$ cat src/rtl/instr_decoder_pkg.sv
// instr_decoder_pkg: register IDs, instruction classes, trap states and the
// monitor-trap NOP sequence shared by the decoder and its trap FSM.
package instr_decoder_pkg;
    localparam int REG_X0 = 0;
    localparam int REG_X1 = 1;
    localparam int REG_Y0 = 2;
    localparam int REG_Y1 = 3;
    localparam int REG_R  = 4;
    localparam int REG_M  = 5;
    localparam int REG_I  = 6;
    localparam int REG_DM = 7;
    localparam int REG_O  = 8;
    // Field code 4 reads r as a source but writes o as a destination.
    localparam int FLD_RO = 4;
    localparam logic [3:0] SRC_NONE  = 4'd8;
    localparam logic [3:0] SRC_SELF  = 4'd9;
    localparam logic [3:0] SRC_RESET = 4'd10;

    typedef enum logic [2:0] {CLS_LOAD, CLS_MOVE, CLS_ALU, CLS_JUMP, CLS_CJUMP} instr_class_t;
    typedef enum logic [1:0] {T_IDLE, T_S1, T_S2, T_S3} trap_state_t;

    localparam logic [3:0][7:0] NOP_SEQ = {8'hDF, 8'hD8, 8'hCF, 8'hC8};

    function automatic instr_class_t classify(input logic [7:0] i);
        return !i[7] ? CLS_LOAD : !i[6] ? CLS_MOVE : !i[5] ? CLS_ALU : !i[4] ? CLS_JUMP : CLS_CJUMP;
    endfunction

    function automatic logic [8:0] reg_bit(input int id);
        return 9'(1) << id;
    endfunction
endpackage

$ cat src/rtl/instr_decoder_p_trap.sv
// monitor_trap_fsm: tracks the NOP trap sequence over live instructions and
// emits a one-cycle jump_to_monitor pulse plus a saturating trap count.
module monitor_trap_fsm
    import instr_decoder_pkg::*;
#(
    parameter int TRAP_LEN = 4,
    parameter int CNT_W    = 8
) (
    input  logic             clk,
    input  logic             sync_reset,
    input  logic [7:0]       ir,
    input  logic             ir_valid,
    input  logic             hold,
    output logic             jump_to_monitor,
    output logic [CNT_W-1:0] trap_count
);
    trap_state_t state;
    logic match;
    logic done;
    trap_state_t restart;

    assign match   = ir == NOP_SEQ[state];
    assign done    = match && (int'(state) + 1 == TRAP_LEN);
    // A broken sequence may itself be the start of a new one.
    assign restart = (ir == NOP_SEQ[0] && TRAP_LEN > 1) ? T_S1 : T_IDLE;

    always_ff @(posedge clk) begin
        if (sync_reset) begin
            state           <= T_IDLE;
            jump_to_monitor <= 1'b0;
            trap_count      <= '0;
        end else if (!hold) begin
            jump_to_monitor <= ir_valid && done;
            if (ir_valid) begin
                state <= done ? T_IDLE : match ? trap_state_t'(state + 2'd1) : restart;
                if (done && trap_count != '1) trap_count <= trap_count + 1'b1;
            end
        end
    end
endmodule

$ cat src/rtl/instr_decoder_p.sv
// instr_decoder_p: registers the fetched instruction under valid/hold, flushes
// the slot after a taken jump and decodes datapath selects and register enables.
module instr_decoder_p
    import instr_decoder_pkg::*;
#(
    parameter int TRAP_LEN     = 4,
    parameter int FLUSH_ON_JMP = 1,
    parameter int CNT_W        = 8
) (
    input  logic             clk,
    input  logic             sync_reset,
    input  logic [7:0]       next_instr,
    input  logic             instr_valid,
    input  logic             hold,
    input  logic             alu_nz,
    output logic [7:0]       ir,
    output logic             ir_valid,
    output logic             jmp,
    output logic             jmp_nz,
    output logic [3:0]       ir_nibble,
    output logic             i_sel,
    output logic             x_sel,
    output logic             y_sel,
    output logic [3:0]       source_sel,
    output logic [8:0]       reg_en,
    output logic             jump_to_monitor,
    output logic [CNT_W-1:0] trap_count
);
    instr_class_t cls;
    logic flush;
    logic is_ld;
    logic is_mv;
    logic is_alu;
    int ld_dst;
    int mv_dst;
    int src;
    logic [8:0] ld_en;
    logic [8:0] mv_en;
    logic [3:0] mv_sel;

    assign flush = FLUSH_ON_JMP != 0 && ir_valid && (jmp || (jmp_nz && alu_nz));

    always_ff @(posedge clk) begin
        if (sync_reset) begin
            ir       <= 8'h00;
            ir_valid <= 1'b0;
        end else if (!hold) begin
            ir       <= next_instr;
            ir_valid <= instr_valid && !flush;
        end
    end

    assign cls    = classify(ir);
    assign is_ld  = ir_valid && cls == CLS_LOAD;
    assign is_mv  = ir_valid && cls == CLS_MOVE;
    assign is_alu = ir_valid && cls == CLS_ALU;
    assign ld_dst = int'(ir[6:4]);
    assign mv_dst = int'(ir[5:3]);
    assign src    = int'(ir[2:0]);

    assign ld_en = ld_dst == REG_DM ? reg_bit(REG_DM) | reg_bit(REG_I)
                 : ld_dst == FLD_RO ? reg_bit(REG_O) : reg_bit(ld_dst);
    assign mv_en = (mv_dst == FLD_RO && src == REG_I) ? reg_bit(REG_O)
                 : (mv_dst == REG_DM || (src == REG_DM && mv_dst != REG_I)) ? reg_bit(mv_dst) | reg_bit(REG_I)
                 : mv_dst == FLD_RO ? reg_bit(REG_O) : reg_bit(mv_dst);
    assign mv_sel = (src == FLD_RO && mv_dst == FLD_RO) ? 4'(FLD_RO)
                  : src == mv_dst ? SRC_SELF : {1'b0, ir[2:0]};

    assign ir_nibble  = ir[3:0];
    assign jmp        = !sync_reset && ir_valid && cls == CLS_JUMP;
    assign jmp_nz     = !sync_reset && ir_valid && cls == CLS_CJUMP;
    assign i_sel      = !sync_reset && !((is_ld && ld_dst == REG_I) || (is_mv && mv_dst == REG_I));
    assign x_sel      = !sync_reset && ir[4];
    assign y_sel      = !sync_reset && ir[3];
    assign source_sel = sync_reset ? SRC_RESET : is_mv ? mv_sel : SRC_NONE;
    assign reg_en     = sync_reset ? 9'h1FF : is_ld ? ld_en : is_mv ? mv_en : is_alu ? reg_bit(REG_R) : 9'h000;

    monitor_trap_fsm #(.TRAP_LEN(TRAP_LEN), .CNT_W(CNT_W)) u_trap (
        .clk(clk),
        .sync_reset(sync_reset),
        .ir(ir),
        .ir_valid(ir_valid),
        .hold(hold),
        .jump_to_monitor(jump_to_monitor),
        .trap_count(trap_count)
    );
endmodule

$ cat config.mk
export PLATFORM = sky130hd
export DESIGN_NAME = instr_decoder_p
export DESIGN_NICKNAME = d
export VERILOG_FILES = /design/src/rtl/instr_decoder_pkg.sv /design/src/rtl/instr_decoder_p_trap.sv /design/src/rtl/instr_decoder_p.sv
export SDC_FILE = /design/constraint.sdc
export NUM_CORES = 1
export LEC_CHECK = 0
export ABC_AREA = 1
export BUFFER_PORTS_ARGS = -buffer_cell sky130_fd_sc_hd__buf_4
export CAP_MARGIN = 5
export CORE_MARGIN = 5
export CORE_UTILIZATION = 54
export CTS_BUF_LIST = sky130_fd_sc_hd__clkbuf_4
export CTS_CLUSTER_DIAMETER = 60
export DETAILED_ROUTE_END_ITERATION = 10
export PLACE_DENSITY = 0.87
export SYNTH_ARGS = -nofsm -noshare
export SYNTH_HDL_FRONTEND = slang
export SYNTH_SLANG_ARGS = --single-unit
$ cat constraint.sdc
create_clock -name clk -period 2.2 [get_ports clk]
set_clock_uncertainty 0.05 [all_clocks]
set_input_delay 0.22 -clock clk [delete_from_list [all_inputs] [get_ports clk]]
set_output_delay 0.22 -clock clk [all_outputs]
set_load 0.05 [all_outputs]
==> impl_metrics.tcl <==
set metrics [dict create \
    status "finished clean" \
    start_util 0.561 \
    layout.cells.non_filler 286 \
    grt_use_met3 0.0298 \
    clockBufferDepth 2 \
    std_cell_rows 18 \
    timing.rr.end "u_trap.trap_count[1]$_SDFFE_PP0P_" \
    p_sw_mw 0.326 \
    p_seq_frac 0.470 \
    r2r_start "u_trap.trap_count[0]$_SDFFE_PP0P_" \
    place_ws_ps 466 \
    dieArea_um2 3660 \
    mostFrequentLayoutCells "buf_4, nand2_1, nor2_1" \
    fillers 219 \
    max_cap_viol_count 0 \
    synthCells 211 \
    htreeDepth 1 \
    antenna_found_initial 0 \
    hold_viol_final 0 \
    root_buffer "clkbuf_4" \
    nets 272 \
    ant_nets 0 \
    vias 1555 \
    worst_slew_pin_slew_ps 348 \
    multi_input_area_um2 845 \
    finalWirelength_um 3790 \
    grt-ovfl-total 0 \
    holdBufCountCts 0 \
    grt_use_met1 0.313 \
    drive_above_1_share 0.324 \
    yosys_warnings 0 \
    post-route-period-util 0.918 \
    drc 0 \
    max_freq_mhz 495 \
    grt_pass1_wl_um 6190 \
    clkPwrFrac 0.209 \
    finalSetupViolations 0 \
    maxSlewViolCount 0 \
    globalplace.congestion 1.00 \
    dp_cells 282 \
    io_pins 53 \
    top_usage_layer "met2" \
    drtIter0Drc 112 \
    cp-endpoint "source_sel[2]" \
    switching_share 0.384 \
    dieWidth_um 60.5 \
    synthToLayoutAreaGrowth_pct 32.3 \
    p_int_mw 0.522 \
    regArea_um2 423 \
    grt_pass1_vias 1349 \
    path_clk_slew_ps 120 \
    avgSynthCellArea_um2 6.53 \
    startpoint_type "flip-flop" \
    crit_arrival_ps 1750 \
    netlist_area_um2 1380 \
    worstSetupEndpointType "output port" \
    antenna_cells 0 \
    synth_nets 226 \
    rsz0062_at_grt "no" \
    min_period_ps 2020 \
    avgRoutedWirePerCell_um 13.3 \
    drt-pass1-iter-count 4 \
    crit_fanout 6 \
    clock-sinks 20 \
    hp-class "in -> reg" \
    power_density_nw_per_um2 465 \
    required_ps 1930 \
    coreArea_um2 2450 \
    via_per_inst 5.44 \
    p_leak_nw 0.801 \
    criticalPathCategory "reg -> out" \
    die_h_um 60.5 \
    timing.final.ws_setup_ps 180 \
    crit_path_start "ir[4]$_SDFFE_PP0N_" \
    layout_commonest_cell "buf_4" \
    rrSetupSlack_ps 480 \
    portBuffers 52 \
    use_met2 0.333 \
    tritoncts "yes" \
    ys_seq_area_frac 0.291 \
    ys_ff_latch 20 \
    grt_max_degree 20 \
    synth_cell_types 31 \
    grtUsageTotal 0.218 \
    r2r_cells 7 \
    place_hpwl_um 2960 \
    p_comb_frac 0.321 \
    slew_headroom 0.768 \
    irDropWorstVdd_uv 393 \
    hold_ws_ps 110 \
    clock_latency_ps 300 \
    numCtsBuffers 3 \
]
[layout make-up]
cell class / instances / share of cell area
multi-input combinational: 155 / 0.463
sequential: 20 / 0.232
timing repair buffer: 54 / 0.222
inverter: 23 / 0.0474
tap: 30 / 0.0206
clock buffer: 3 / 0.0124
clock inverter: 1 / 0.00206
[layer usage]
metal / part of all wire / up-vias
li1: - / 787
met5: 0 / -
met3: 0.083 / 4
met1: 0.46 / 706
met2: 0.45 / 58
met4: 0.0082 / 0
[timing repair]
| action | 4_1_cts | 5_1_grt |
|---|---|---|
| setup buffers | 0 | 0 |
| hold endpoints to repair | 0 | 0 |
| gates resized for setup | 0 | 1 |
| endpoints found under the setup margin | 0 | 1 |
[sequential cells by signal, indices dropped and copies added, names as in the netlist]
| signal | cells |
|---|---|
| u_trap.jump_to_monitor | 1 |
| u_trap.trap_count | 8 |
| u_trap.state | 2 |
| ir | 8 |
| ir_valid | 1 |
[cells in the mapped netlist]
| cell type | number | area [um^2] |
|---|---|---|
| a21oi_1 | 18 | 90.1 |
| a211oi_1 | 2 | 15.0 |
| nand2_1 | 41 | 154 |
| nand2_2 | 2 | 12.5 |
| o21ai_0 | 11 | 55.1 |
| nor3_1 | 4 | 20.0 |
| a31oi_1 | 1 | 6.26 |
| inv_1 | 20 | 75.1 |
| nand3_2 | 3 | 30.0 |
| nor2_1 | 24 | 90.1 |
| ha_1 | 2 | 25.0 |
| nor2_2 | 3 | 18.8 |
| xor2_1 | 5 | 43.8 |
| nor2_4 | 1 | 11.3 |
| clkinv_1 | 1 | 3.75 |
| nand3_1 | 20 | 100 |
| o31ai_1 | 1 | 7.51 |
| nand4_1 | 3 | 18.8 |
| inv_2 | 2 | 7.51 |
| o22ai_1 | 1 | 6.26 |
| a32oi_1 | 1 | 8.76 |
| xnor2_1 | 6 | 52.6 |
| buf_4 | 5 | 37.5 |
| dfxtp_1 | 20 | 400 |
| nand4_2 | 1 | 12.5 |
| o21ai_1 | 1 | 5.00 |
| buf_6 | 1 | 11.3 |
| o211ai_1 | 3 | 22.5 |
| clkbuf_1 | 6 | 22.5 |
| o311ai_0 | 1 | 8.76 |
| buf_2 | 1 | 5.00 |
[cell families (layout without fill, tap and decap cells)]
logic type / count (synthesis) / count (layout) / share of synthesized area
buf+inv: 36 / 81 / 0.118
fa+ha+maj: 2 / 2 / 0.0182
compound gates: 40 / 40 / 0.163
simple gates: 102 / 102 / 0.340
flops: 20 / 20 / 0.291
xor+xnor: 11 / 11 / 0.0699
[worst min path at each step]
stage                                         from                                   to  depth (start not counted)
4_1_cts                              next_instr[7]                   ir[7]$_SDFFE_PP0N_                          3
3_3_place_gp   u_trap.jump_to_monitor$_SDFFE_PP0N_  u_trap.jump_to_monitor$_SDFFE_PP0N_                          2
6_report                             next_instr[7]                   ir[7]$_SDFFE_PP0N_                          3
5_1_grt                              next_instr[1]                   ir[1]$_SDFFE_PP0N_                          3
3_5_place_dp   u_trap.jump_to_monitor$_SDFFE_PP0N_  u_trap.jump_to_monitor$_SDFFE_PP0N_                          2
2_1_floorplan                        next_instr[1]                   ir[1]$_SDFFE_PP0N_                          2
[power groups by stage]
stage	Combinational (mW)	Sequential, mW	Clock, mW
6_report	0.272	0.399	0.177
5_1_grt	0.288	0.401	0.200
4_1_cts	0.273	0.398	0.182
3_5_place_dp	0.272	0.407	0
3_3_place_gp	0.271	0.405	0
2_1_floorplan	0.170	0.434	0
[critical path, cell delays in order, from the launching register on]
cell	delay [ps]
dfxtp_4	390
inv_2	110
nand2_1	90
nor2_1	130
nand2_1	90
nor3_2	130
o211ai_1	180
nor2_4	130
buf_4	190
[through the flow]
stage / utilization / instance area [um^2] / power (mW) / TNS, ps
3_3_place_gp: 0.730 / 1790 / 0.676 / 0
6_report: 0.743 / 1820 / 0.848 / 0
3_5_place_dp: 0.730 / 1790 / 0.679 / 0
2_1_floorplan: - / 1440 / 0.605 / -273
4_1_cts: 0.741 / 1820 / 0.853 / 0
5_1_grt: 0.743 / 1820 / 0.890 / 0
(Power assumes the default switching activity.)
